`config.mk`:
```
export PLATFORM = sky130hd
export DESIGN_NAME = tick_divider_bank
export DESIGN_NICKNAME = d
export VERILOG_FILES = /design/src/rtl/tick_div_pkg.sv /design/src/rtl/tick_div_channel.sv /design/src/rtl/tick_divider_bank.sv
export SDC_FILE = /design/constraint.sdc
export NUM_CORES = 1
export LEC_CHECK = 0
export CORE_ASPECT_RATIO = 1.2
export CORE_MARGIN = 2
export CORE_UTILIZATION = 34
export CTS_BUF_LIST = sky130_fd_sc_hd__clkbuf_4
export CTS_CLUSTER_SIZE = 14
export DETAILED_ROUTE_END_ITERATION = 10
export MAX_ROUTING_LAYER = met4
export SYNTH_ARGS = -nofsm -noshare
export SYNTH_HDL_FRONTEND = slang
export SYNTH_SLANG_ARGS = --single-unit
```
`constraint.sdc`:
```
create_clock -name clkin -period 3.6 [get_ports clkin]
set_input_delay 0.54 -clock clkin [delete_from_list [all_inputs] [get_ports clkin]]
set_output_delay 0.54 -clock clkin [all_outputs]
set_load 0.02 [all_outputs]
```
`src/rtl/tick_div_pkg.sv`:
```
// Shared constants, write-decode enum and constant helper functions for the tick divider bank.
package tick_div_pkg;

    localparam int DEFAULT_CNT_W = 26;
    localparam int CLK_HZ        = 50_000_000;

    typedef enum logic [1:0] {
        WR_NONE,
        WR_ACCEPT,
        WR_REJECT
    } wr_kind_e;

    function automatic int clog2(input int value);
        int result;
        result = 0;
        for (int v = value - 1; v > 0; v = v >> 1) begin
            result = result + 1;
        end
        return result;
    endfunction

    // Divide ratio that turns CLK_HZ into the requested output frequency.
    function automatic int hz_to_div(input int freq);
        if (freq <= 0) begin
            return 0;
        end
        return CLK_HZ / freq;
    endfunction

endpackage

```
`src/rtl/tick_div_channel.sv`:
```
// One divider channel with active and shadow configuration, applied only on period boundaries.
// Programmable high-phase length exists only when TICK_DIV_DUTY_EN is defined.
module tick_div_channel
    import tick_div_pkg::*;
#(
    parameter int CNT_W   = DEFAULT_CNT_W,
    parameter int RST_DIV = 50_000,
    parameter int RST_EN  = 1
) (
    input  logic             clk_i,
    input  logic             rst_i,
    input  logic             wrStrobe_i,
    input  logic [CNT_W-1:0] wrDiv_i,
`ifdef TICK_DIV_DUTY_EN
    input  logic [CNT_W-1:0] wrHigh_i,
`endif
    input  logic             wrEn_i,
    input  logic             restart_i,
    output logic             clkOut_o,
    output logic             tick_o,
    output logic             pending_o
);

    localparam logic [CNT_W-1:0] ONE       = CNT_W'(1);
    localparam logic [CNT_W-1:0] RST_DIV_V = CNT_W'(RST_DIV);
    localparam logic             RST_EN_V  = (RST_EN != 0);

    logic [CNT_W-1:0] cnt_q, cnt_d;
    logic [CNT_W-1:0] div_q, div_d;
    logic             en_q, en_d;
    logic [CNT_W-1:0] shDiv_q, shDiv_d;
    logic             shEn_q, shEn_d;
    logic             pend_q, pend_d;
    logic             clkOut_q, clkOut_d;
    logic             tick_q, tick_d;

    logic [CNT_W-1:0] loLen;
    logic             atBoundary;
    logic             apply;

`ifdef TICK_DIV_DUTY_EN
    localparam logic [CNT_W-1:0] RST_LO_V = CNT_W'(RST_DIV / 2);

    logic [CNT_W-1:0] lo_q, lo_d;
    logic [CNT_W-1:0] shLo_q, shLo_d;
    logic [CNT_W-1:0] wrHigh;
    logic [CNT_W-1:0] wrLo;

    // An out-of-range high length falls back to the symmetric split.
    always_comb begin
        loLen = lo_q;
        if (wrHigh_i == '0 || wrHigh_i >= wrDiv_i) begin
            wrHigh = wrDiv_i - (wrDiv_i >> 1);
        end else begin
            wrHigh = wrHigh_i;
        end
        wrLo = wrDiv_i - wrHigh;
    end
`else
    always_comb begin
        loLen = div_q >> 1;
    end
`endif

    assign atBoundary = (cnt_q == div_q - ONE);
    assign apply      = restart_i || (pend_q && (!en_q || atBoundary));

    // Apply uses the registered shadow, so a write landing on the boundary waits a period.
    always_comb begin
        cnt_d    = cnt_q + ONE;
        div_d    = div_q;
        en_d     = en_q;
        shDiv_d  = shDiv_q;
        shEn_d   = shEn_q;
        pend_d   = pend_q;
`ifdef TICK_DIV_DUTY_EN
        lo_d     = lo_q;
        shLo_d   = shLo_q;
`endif
        clkOut_d = en_q && (cnt_q >= loLen);
        tick_d   = en_q && (cnt_q == loLen);

        if (restart_i || !en_q || atBoundary) begin
            cnt_d = '0;
        end

        if (apply) begin
            div_d  = shDiv_q;
            en_d   = shEn_q;
            pend_d = 1'b0;
`ifdef TICK_DIV_DUTY_EN
            lo_d   = shLo_q;
`endif
        end

        if (wrStrobe_i) begin
            shDiv_d = wrDiv_i;
            shEn_d  = wrEn_i;
            pend_d  = 1'b1;
`ifdef TICK_DIV_DUTY_EN
            shLo_d  = wrLo;
`endif
        end
    end

    always_ff @(posedge clk_i) begin
        if (rst_i) begin
            cnt_q    <= '0;
            div_q    <= RST_DIV_V;
            en_q     <= RST_EN_V;
            shDiv_q  <= RST_DIV_V;
            shEn_q   <= RST_EN_V;
            pend_q   <= 1'b0;
            clkOut_q <= 1'b0;
            tick_q   <= 1'b0;
`ifdef TICK_DIV_DUTY_EN
            lo_q     <= RST_LO_V;
            shLo_q   <= RST_LO_V;
`endif
        end else begin
            cnt_q    <= cnt_d;
            div_q    <= div_d;
            en_q     <= en_d;
            shDiv_q  <= shDiv_d;
            shEn_q   <= shEn_d;
            pend_q   <= pend_d;
            clkOut_q <= clkOut_d;
            tick_q   <= tick_d;
`ifdef TICK_DIV_DUTY_EN
            lo_q     <= lo_d;
            shLo_q   <= shLo_d;
`endif
        end
    end

    assign clkOut_o  = clkOut_q;
    assign tick_o    = tick_q;
    assign pending_o = pend_q;

endmodule

```
`src/rtl/tick_divider_bank.sv`:
```
// Bank of independent clock-enable dividers: write decode, error pulse and restart fan-out.
// Define TICK_DIV_DUTY_EN to make the high-phase length programmable through cfg_high.
module tick_divider_bank
    import tick_div_pkg::*;
#(
    parameter int NUM_CH  = 4,
    parameter int CNT_W   = DEFAULT_CNT_W,
    parameter int RST_DIV = hz_to_div(1000),
    parameter int RST_EN  = 1,
    localparam int CH_W   = (clog2(NUM_CH) > 1) ? clog2(NUM_CH) : 1
) (
    input  logic              clkin,
    input  logic              rst,
    input  logic              cfg_we,
    input  logic [CH_W-1:0]   cfg_ch,
    input  logic [CNT_W-1:0]  cfg_div,
    input  logic [CNT_W-1:0]  cfg_high,
    input  logic              cfg_en,
    input  logic              sync_restart,
    output logic [NUM_CH-1:0] clk_out,
    output logic [NUM_CH-1:0] tick,
    output logic [NUM_CH-1:0] pending,
    output logic              cfg_err
);

    wr_kind_e          wrKind;
    logic [NUM_CH-1:0] chWr;
    logic              cfgErr_q, cfgErr_d;

    // A zero ratio would never reach a boundary, and an out-of-range index has no channel.
    always_comb begin
        wrKind = WR_NONE;
        if (cfg_we) begin
            if (cfg_div == '0 || int'(cfg_ch) >= NUM_CH) begin
                wrKind = WR_REJECT;
            end else begin
                wrKind = WR_ACCEPT;
            end
        end
    end

    always_comb begin
        chWr = '0;
        for (int i = 0; i < NUM_CH; i++) begin
            chWr[i] = (wrKind == WR_ACCEPT) && (int'(cfg_ch) == i);
        end
    end

    assign cfgErr_d = (wrKind == WR_REJECT);

    always_ff @(posedge clkin) begin
        if (rst) begin
            cfgErr_q <= 1'b0;
        end else begin
            cfgErr_q <= cfgErr_d;
        end
    end

    assign cfg_err = cfgErr_q;

`ifndef TICK_DIV_DUTY_EN
    logic unusedCfgHigh;
    assign unusedCfgHigh = ^cfg_high;
`endif

    for (genvar g = 0; g < NUM_CH; g++) begin : gChannel
        tick_div_channel #(
            .CNT_W   (CNT_W),
            .RST_DIV (RST_DIV),
            .RST_EN  (RST_EN)
        ) uChannel (
            .clk_i      (clkin),
            .rst_i      (rst),
            .wrStrobe_i (chWr[g]),
            .wrDiv_i    (cfg_div),
`ifdef TICK_DIV_DUTY_EN
            .wrHigh_i   (cfg_high),
`endif
            .wrEn_i     (cfg_en),
            .restart_i  (sync_restart),
            .clkOut_o   (clk_out[g]),
            .tick_o     (tick[g]),
            .pending_o  (pending[g])
        );
    end

endmodule

```
After elaboration in Yosys (flattened, before gate mapping). Index checks and enable logic that the tools add are counted.

Add/sub/neg operators: 8. $lt $le $gt $ge: 4. Equal/unequal tests: 13. Muxes and demuxes: 10. Reductions and logical operators: 46.

Operators by type and width (number): $add A26 B1 Y26 const B (4); $eq A26 B25 Y1 (4); $eq A26 B26 Y1 (4); $ge A26 B25 Y1 (4); $sub A26 B1 Y26 const B (4); $logic_not A26 Y1 (1); $logic_and A1 B1 Y1 (16); $logic_or A1 B1 Y1 (16); $mux W1 (8); $reduce_bool A2 Y1 (4); $reduce_or A2 Y1 (4); $eq A2 B2 Y1 const B (3); $eq A2 B1 Y1 const B (2); $logic_not A1 Y1 (4); $mux W2 (2); $logic_not A2 Y1 (1).

Bits in registers: 333. Input port bits: 59. Output and inout bits: 13.

Logic depth before layout (Yosys ltp). Gate-level depths: netlist of the first run.

Word-level depth: 7. Gate-level depth with buffers: 13.

By module. From an unflattened synthesis of the first run, not the netlist that was laid out.

Cell total of the unflattened synthesis: 2240. Area, all modules: 19837.8 sq um.

By module, submodules not included: tick_div_channel (instances 4, cells each 555, area each 4921.0 sq um, sequential area each 1661.6 sq um); tick_divider_bank (instances 1, cells each 20, area each 153.9 sq um, sequential area each 20.0 sq um).

Worst setup path after synthesis of the first run. No wires, ideal clock.

Path kind: register to register. Start: reg gChannel[3].uChannel.div_q[0]. End: reg gChannel[3].uChannel.div_q[14]. Arrival: 3.149 ns. Setup slack: 0.331 ns. Cell stages (with the launch flop): 14. Period minus slack after synthesis: 3.269 ns. Path through: dfxtp_1 -> inv_1 -> ha_1 -> or4b_2 -> buf_2 -> or3_1 -> o311ai_1 -> o311ai_0 -> nor4_1 -> a31o_2 -> a21oi_1 -> buf_4 -> buf_6 -> mux2i_1.

Word-level cells in the longest chain between the ends: 5.

Ends and longest elaborated chain: from (decl) (RTL line tick_div_channel.sv:29) `logic [CNT_W-1:0] div_q, div_d;`; from (signal assigned) (RTL line tick_div_channel.sv:122) `div_q <= div_d;`; $sub A26 B1 Y26 (RTL line tick_div_channel.sv:65) `assign atBoundary = (cnt_q == div_q - ONE);`; $eq A26 B26 Y1 (RTL line tick_div_channel.sv:65); $logic_or A1 B1 Y1 (RTL line tick_div_channel.sv:66) `assign apply = restart_i || (pend_q && (!en_q || atBoundary));`; $logic_and A1 B1 Y1 (RTL line tick_div_channel.sv:66); $logic_or A1 B1 Y1 (RTL line tick_div_channel.sv:66).

Every way passes these cells. A chain may end at the register's enable or synchronous reset.

Worst setup path in the final report of the first run.
Start: reg gChannel[2].uChannel.div_q[1]. End: reg gChannel[2].uChannel.div_q[4].

Word-level cells in the longest chain between the ends: 5.

Ends and longest elaborated chain (RTL line): from (decl) (tick_div_channel.sv:29); from (signal assigned) (tick_div_channel.sv:122); $sub A26 B1 Y26 (tick_div_channel.sv:65); $eq A26 B26 Y1 (tick_div_channel.sv:65); $logic_or A1 B1 Y1 (tick_div_channel.sv:66); $logic_and A1 B1 Y1 (tick_div_channel.sv:66); $logic_or A1 B1 Y1 (tick_div_channel.sv:66).

Every way passes these cells.

==> flow_summary.yaml, run 1 <==
pwr:
  internal_power_w: 0.005727
  clkPwrFrac_pct: 42.4
  p_sw_w: 0.002090
  power.leakage_nw: 9.085
  powerDensity_mw_per_mm2: 350.8
  vdd_drop_max_mv: 0.1572
  power_w: 0.007817
  power.share.combinational_pct: 8.5
  pwr-share-seq_pct: 49.1
  sw_frac_of_total_pct: 26.73
placed_design:
  dp_hpwl_microns: 39640
  placedCellCount: 3101
  gp_congestion: 0.8927
  pre_cts_ws_ns: -0.2463
  port_buffers: 45
critical_path:
  r2r-end: "gChannel[2].uChannel.div_q[4]"
  r2r-start: "gChannel[2].uChannel.div_q[1]"
  crit_type: "reg2reg"
  cp_max_fo: 32
  cp-start-kind: "register"
  required_ns: 4.32
  r2r_slack_ns: 0.16
  end_kind: "register"
  worstRegToRegCells: 13
  critPathArrivalTime_ns: 4.16
hold_path:
  worstHoldPathCells: 2
  hp-start: "rst"
  min_path_type: "in2reg"
  min_to: "gChannel[0].uChannel.shDiv_q[18]"
clock_network:
  cts_sinks: 333
  cts_setup_buffers: 0
  clock_latency_ns: 0.83
  clk_pin_slew_ns: 0.07
  root_buffer: "clkbuf_4"
  cts_made_buffers: 91
  htreeDepth: 3
  clock_path_buffers: 3
  cts_tree: "built"
yosys:
  yosysWarnings: 0
  yosysTopAreaCell: "dfxtp_1"
  ys_top_cells_by_count: "dfxtp_1, nor2_1, nand2_1"
  synthFlopType: "dfxtp_1"
  synth_xor_area_share_pct: 9.547
  synth.net_count: 2534
  async_reset_ff_share_pct: 0
  synth_seq_cells: 333
  yosysUniqueCellTypes: 80
  yosysMostFrequentCell: "dfxtp_1"
  synth_top_family_by_area: "simple AND/OR/NAND/NOR gates"
  synth_seq_area_share_pct: 33.93
  synth-simple-area-share_pct: 26.37
  synth_fa_ha_area_share_pct: 6.878
  synth_area_leaders: "dfxtp_1, ha_1, mux2i_1, xor2_1, nor2_1"
  syn_area_sq_mm: 0.01965
  synth.area.mux_share_pct: 6.222
  synth_compound_area_share_pct: 11.01
  yosys.area.top_type_share_pct: 33.93
  synth_cells: 2367
  avgSynthCellArea_sq_um: 8.300
  synth_edf_count: 0
final_layout:
  nNetsFinal: 2626
  areaGrowthSynthToFinish_pct: 13.44
  finalNonFillerCells: 3260
  drive_gt1_share_pct: 10.42
timing:
  tns_ns: 0
  max_freq_mhz: 291.0
  hold_slack_ns: 0.3666
  finalSetupViolCount: 0
  fin_crit_sh_pct: 95.45
  maxSlewHeadroom_pct: 29.16
  setup_slack_ns: 0.1640
  hold_viol: 0
  rsz0062_at_grt: "false"
  skew_ns: 0.07873
  fin_crit_ns: 3.436
  worstMarginPinSlew_ns: 1.053
  slew_violations: 0
grt:
  grt_max_degree: 132
  grt_usage_pct: 18.44
  grt_overflow: 0
  antenna_found_initial: 2
  grt_first_pass_wirelength_microns: 86490
  grt_pass1_vias: 16720
floorplan:
  num_io_pins: 72
  die_area_sq_mm: 0.05973
  fp.coreArea_sq_mm: 0.05717
  die-width_microns: 223.4
  start_util_pct: 34.36
  num_rows: 96
  die_h_microns: 267.3
drt:
  viasPerCell: 5.168
  num_vias: 16850
  drc: 0
  drt-initial-drc-count: 1032
  avgRoutedWirePerCell_microns: 16.32
  firstDrtPassIters: 5
  antenna_left: 0
  wl_microns: 53200
run:
  max_cap_violations: 0
status:
  status: "finished, final reports clean"
==> metrics by stage <==
stage          util, %  instance area [sq um]
2_1_floorplan        -                  19650
3_3_place_gp     36.99                  21150
3_5_place_dp     36.99                  21150
4_1_cts          38.92                  22250
5_1_grt          38.98                  22290
6_report         38.98                  22290
==> power groups by stage <==
stage | Sequential (W) | Combinational, W | Clock [W]
floorplan | 0.00389 | 0.000434 | 0
global placement | 0.00392 | 0.000649 | 0
detailed placement | 0.00392 | 0.000661 | 0
CTS | 0.00384 | 0.000665 | 0.00343
global route | 0.00384 | 0.000729 | 0.00362
finish | 0.00384 | 0.000665 | 0.00332
==> layout make-up <==
type,count,area (sq um)
Antenna cell,2,5.005
Clock buffer,126,945.9
Clock inverter,31,155.1
Fill cell,5880,34890
Inverter,134,503.0
Multi-Input combinational cell,1767,11860
Sequential cell,333,6666
Tap cell,735,919.6
Timing Repair Buffer,132,1232
==> worst max-delay path, stage by stage, from the launching register on <==
cell and delay [ns]:
dfxtp_1 0.32, inv_1 0.05, ha_1 0.15, or4b_2 0.65, nor3_1 0.17, buf_4 0.16, nand4_1 0.08, a2111oi_0 0.49
buf_4 0.19, o21ai_0 0.15, o41ai_4 0.30, buf_12 0.27, nor2_1 0.06, a211o_2 0.30
==> cells in the final DEF, fill, tap and decap left out, types with 19 or more instances in the layout <==
cell type,synthesis,routed
and4_1,22,22
xor2_1,113,113
clkinv_1,0,23
inv_1,134,134
dfxtp_1,333,333
mux2i_1,121,121
nand2_1,229,229
clkbuf_4,0,126
or3_1,19,19
a21oi_1,105,104
nand4_1,65,65
clkdlybuf4s50_1,0,44
nor2_1,263,262
nand3b_1,25,25
and3_1,32,32
ha_1,108,108
xnor2_1,96,96
a21o_1,38,38
o21ai_0,33,33
buf_4,23,77
nor4_1,37,33
a211o_1,20,20
nand3_1,67,66
nor3_1,47,47
nand2b_1,129,129
==> sequential cells by signal, summed over array words and instances (netlist names) <==
register,count
gChannel.uChannel.cnt_q,104
gChannel.uChannel.shDiv_q,104
gChannel.uChannel.div_q,104
gChannel.uChannel.tick_o,4
cfg_err,1
gChannel.uChannel.clkOut_o,4
gChannel.uChannel.shEn_q,4
gChannel.uChannel.pending_o,4
gChannel.uChannel.en_q,4
==> metal layers <==
metal | GRT usage [%] | up-vias | part of all wire [%]
met1 | 21.97 | 8026 | 45
met4 | 8.090 | 0 | 3.4
li1 | - | 8427 | -
met2 | 30.93 | 284 | 48
met3 | 2.743 | 111 | 3.4
met5 | - | - | 0
==> worst max path at each step <==
stage / start / to / slack (ns) / cells past startpoint
5_1_grt: gChannel[3].uChannel.div_q[0] / gChannel[3].uChannel.cnt_q[12] / 0.002 / 11
3_5_place_dp: cfg_div[7] / gChannel[1].uChannel.shDiv_q[4] / -0.25 / 8
3_3_place_gp: cfg_div[7] / gChannel[1].uChannel.shDiv_q[20] / -0.23 / 8
6_report: gChannel[2].uChannel.div_q[1] / gChannel[2].uChannel.div_q[4] / 0.16 / 13
2_1_floorplan: gChannel[3].uChannel.div_q[0] / gChannel[3].uChannel.div_q[14] / 0.33 / 13
4_1_cts: gChannel[2].uChannel.div_q[7] / gChannel[2].uChannel.div_q[4] / 0.09 / 9
==> logic make-up after synthesis <==
kind of cell             count (synthesis)
adder cells (fa/ha/maj)                108
XOR/XNOR                               211
AND/OR/NAND/NOR                       1010
flip-flops                             333
buffers and inverters                  267
multiplexers                           122
AO/OA/AOI/OAI                          316
==> timing repair <==
item | 4_1_cts | 5_1_grt
hold buffers | 0 | 0
resized for setup | 0 | 6
endpoints found under the setup margin | 0 | 76
(Power assumes the default switching activity.)
==> inputs of run 2 (changes only) <==
- ABC_CLOCK_PERIOD_IN_PS: unset -> 3600
==> results of run 2 <==
Final layout, timing and power as in run 1 (identical DEF).
==> inputs of run 3 (changes only) <==
- ABC_AREA: unset -> 1
==> run 3 against run 2 <==
Net effect: area after synthesis up 1.9%; clock skew down 0.029 ns; highest routed layer unchanged; sequential cell count is the same; synthesized cell count up 26%; global-route usage grew 0.35 points.
==> flow_summary.yaml, run 3 <==
yosys:
  synth_compound_area_share_pct: 9.912
  avgSynthCellArea_sq_um: 6.707
  synth-simple-area-share_pct: 33.52
  async_reset_ff_share_pct: 0
  syn_area_sq_mm: 0.02002
  ys_top_cells_by_count: "nand2_1, nor2_1, inv_1"
  synth.area.mux_share_pct: 0
  synth_cells: 2985
  yosysUniqueCellTypes: 47
  yosysMostFrequentCell: "nand2_1"
  yosysWarnings: 0
  yosysTopAreaCell: "dfxtp_1"
  synthFlopType: "dfxtp_1"
  synth_fa_ha_area_share_pct: 6.750
  synth.net_count: 3152
  synth_area_leaders: "dfxtp_1, nand2_1, nor2_1, nand3_1, inv_1"
  synth_top_family_by_area: "simple AND/OR/NAND/NOR gates"
  synth_xor_area_share_pct: 6.612
  yosys.area.top_type_share_pct: 33.30
  synth_seq_cells: 333
  synth_edf_count: 0
  synth_seq_area_share_pct: 33.30
floorplan:
  fp.coreArea_sq_mm: 0.05826
  start_util_pct: 34.37
  die_h_microns: 269.8
  num_io_pins: 72
  die_area_sq_mm: 0.06085
  num_rows: 97
  die-width_microns: 225.5
pwr:
  p_sw_w: 0.002683
  pwr-share-seq_pct: 46.5
  power.leakage_nw: 9.724
  vdd_drop_max_mv: 0.2111
  internal_power_w: 0.006004
  power.share.combinational_pct: 16.0
  power_w: 0.008686
  powerDensity_mw_per_mm2: 389.9
  clkPwrFrac_pct: 37.5
  sw_frac_of_total_pct: 30.88
critical_path:
  critPathArrivalTime_ns: 3.64
  cp_max_fo: 21
  cp_common_cell: "nand2_1"
  max_stage_delay_ns: 0.44
  end_kind: "register"
  slowest_stage: "nand2_1"
  crit_type: "reg2reg"
  required_ns: 4.31
  critical_path.cell_chain: "inv_1, ha_1, nand3_2, inv_2, nand2_1, nor2_1, nand3b_1, nand2_1, nand2_1, nor2_1, nand2_1, nor2_1, nand2_1, nand2_1, buf_4, nand3_1, nand2_1, nor2_1"
  cp-start-kind: "register"
timing:
  rsz0062_at_grt: "false"
  max_freq_mhz: 341.5
  worstMarginPinSlew_ns: 0.7579
  fin_crit_ns: 2.928
  hold_viol: 0
  finalSetupViolCount: 0
  hold_slack_ns: 0.4519
  tns_ns: 0
  fin_crit_sh_pct: 81.35
  skew_ns: 0.04961
  slew_violations: 0
  maxSlewHeadroom_pct: 49.32
clock_network:
  hold_buffers: 0
  root_buffer: "clkbuf_4"
  clock_path_buffers: 3
  clk_pin_slew_ns: 0.06
  cts_tree: "built"
  ctsResizeCount: 0
  clock_latency_ns: 0.86
  cts_setup_buffers: 0
  htreeDepth: 3
  cts_made_buffers: 88
  cts_sinks: 333
final_layout:
  final_common_cell: "nand2_1"
  layout_common_cells: "nand2_1, nor2_1, inv_1"
  ff_latch_area_sq_mm: 0.006666
  num-fill-cells: 6410
  nNetsFinal: 3225
  areaGrowthSynthToFinish_pct: 11.27
  drive_gt1_share_pct: 7.826
  post-route-cell-area_sq_mm: 0.02228
  reg.largest.list: "gChannel.uChannel.cnt_q (104), gChannel.uChannel.div_q (104), gChannel.uChannel.shDiv_q (104)"
  multi_input_area_sq_mm: 0.01137
grt:
  grt_usage_pct: 18.79
  antenna_found_initial: 7
  grt_first_pass_wirelength_microns: 89790
  use_met1_pct: 23.00
  grt-busiest-layer: "met2"
  grt_overflow: 0
  grt_pass1_vias: 17620
  met2_usage_pct: 30.08
  grt_max_degree: 67
  use_met3_pct: 3.481
placed_design:
  dp_hpwl_microns: 40720
  placed_area_sq_mm: 0.02122
  port_buffers: 45
  gp_congestion: 0.8889
drt:
  drc: 0
  drt-initial-drc-count: 1120
  antenna_left: 0
  avgRoutedWirePerCell_microns: 14.31
  num_vias: 18720
  firstDrtPassIters: 5
  viasPerCell: 4.857
  wl_microns: 55170
status:
  status: "finished, final reports clean"
run:
  max_cap_violations: 0
hold_path:
  min_path_type: "reg2reg"
==> run 3: cell count changes in the layout (fill, tap and decap cells not counted), moves of 36 or more <==
cell / previous run / this run
a21oi_1: 104 / 225
o21ai_0: 33 / 121
nand3_1: 66 / 296
a21o_1: 38 / 2
nand2b_1: 129 / 0
nor2_1: 262 / 429
nand2_1: 229 / 597
xnor2_1: 96 / 48
mux2i_1: 121 / 0
inv_1: 134 / 362
==> run 3: area by class of cell <==
class | instances | area share (%)
flip-flops and latches | 333 | 29.93
clock inverters | 12 | 0.4325
well taps | 742 | 4.168
inverters | 369 | 6.240
diodes | 7 | 0.07863
repair buffers | 99 | 3.898
clock buffers | 125 | 4.213
multi-input cells | 2167 | 51.04
==> run 3: layer usage <==
metal  wire length [microns]  up-vias  share of wire, %
met3                    2694      100               4.9
met2                   25320      351                46
li1                        -     9873                 -
met4                    1751        0               3.2
met1                   25400     8394                46
met5                       0        -                 0
==> run 3: path summary, 6_finish.rpt <==
check                                   start                          endpoint  slack, ns  cells past startpoint
max             gChannel[2].uChannel.div_q[0]    gChannel[2].uChannel.div_q[13]       0.67                     18
max reg2reg     gChannel[2].uChannel.div_q[0]    gChannel[2].uChannel.div_q[13]       0.67                     18
min          gChannel[1].uChannel.shDiv_q[19]  gChannel[1].uChannel.shDiv_q[19]       0.45                      2
min reg2reg  gChannel[1].uChannel.shDiv_q[19]  gChannel[1].uChannel.shDiv_q[19]       0.45                      2
==> run 3: power by group through the flow <==
stage / clock network, W / registers (W) / logic (W)
2_1_floorplan: 0 / 0.00406 / 0.00105
4_1_cts: 0.00338 / 0.00404 / 0.00139
5_1_grt: 0.00358 / 0.00407 / 0.00160
3_5_place_dp: 0 / 0.00412 / 0.00138
3_3_place_gp: 0 / 0.00412 / 0.00137
6_report: 0.00326 / 0.00404 / 0.00139
==> run 3: logic make-up after synthesis <==
logic type	Yosys count
AOI/OAI and AO/OA	380
xor gates and xnor gates	148
adders and majority gates	108
buffers and inverters	485
DFF	333
and+or+nand+nor	1531
==> run 3: worst max-delay path: cells and delay by family (launching register included) <==
kind,cells,cell delay [ns]
DFF,1,0.33
and+or+nand+nor,14,1.66
adders and majority gates,1,0.21
buffers and inverters,3,0.56
==> run 3: metrics by stage <==
step	cells	utilization [%]	worst slack, ns
6_report	3854	38.24	0.6715
5_1_grt	3854	38.24	0.2846
4_1_cts	3847	38.21	0.6803
3_5_place_dp	3710	36.43	0.3313
3_3_place_gp	3710	36.43	0.3476
2_1_floorplan	2985	-	1.459
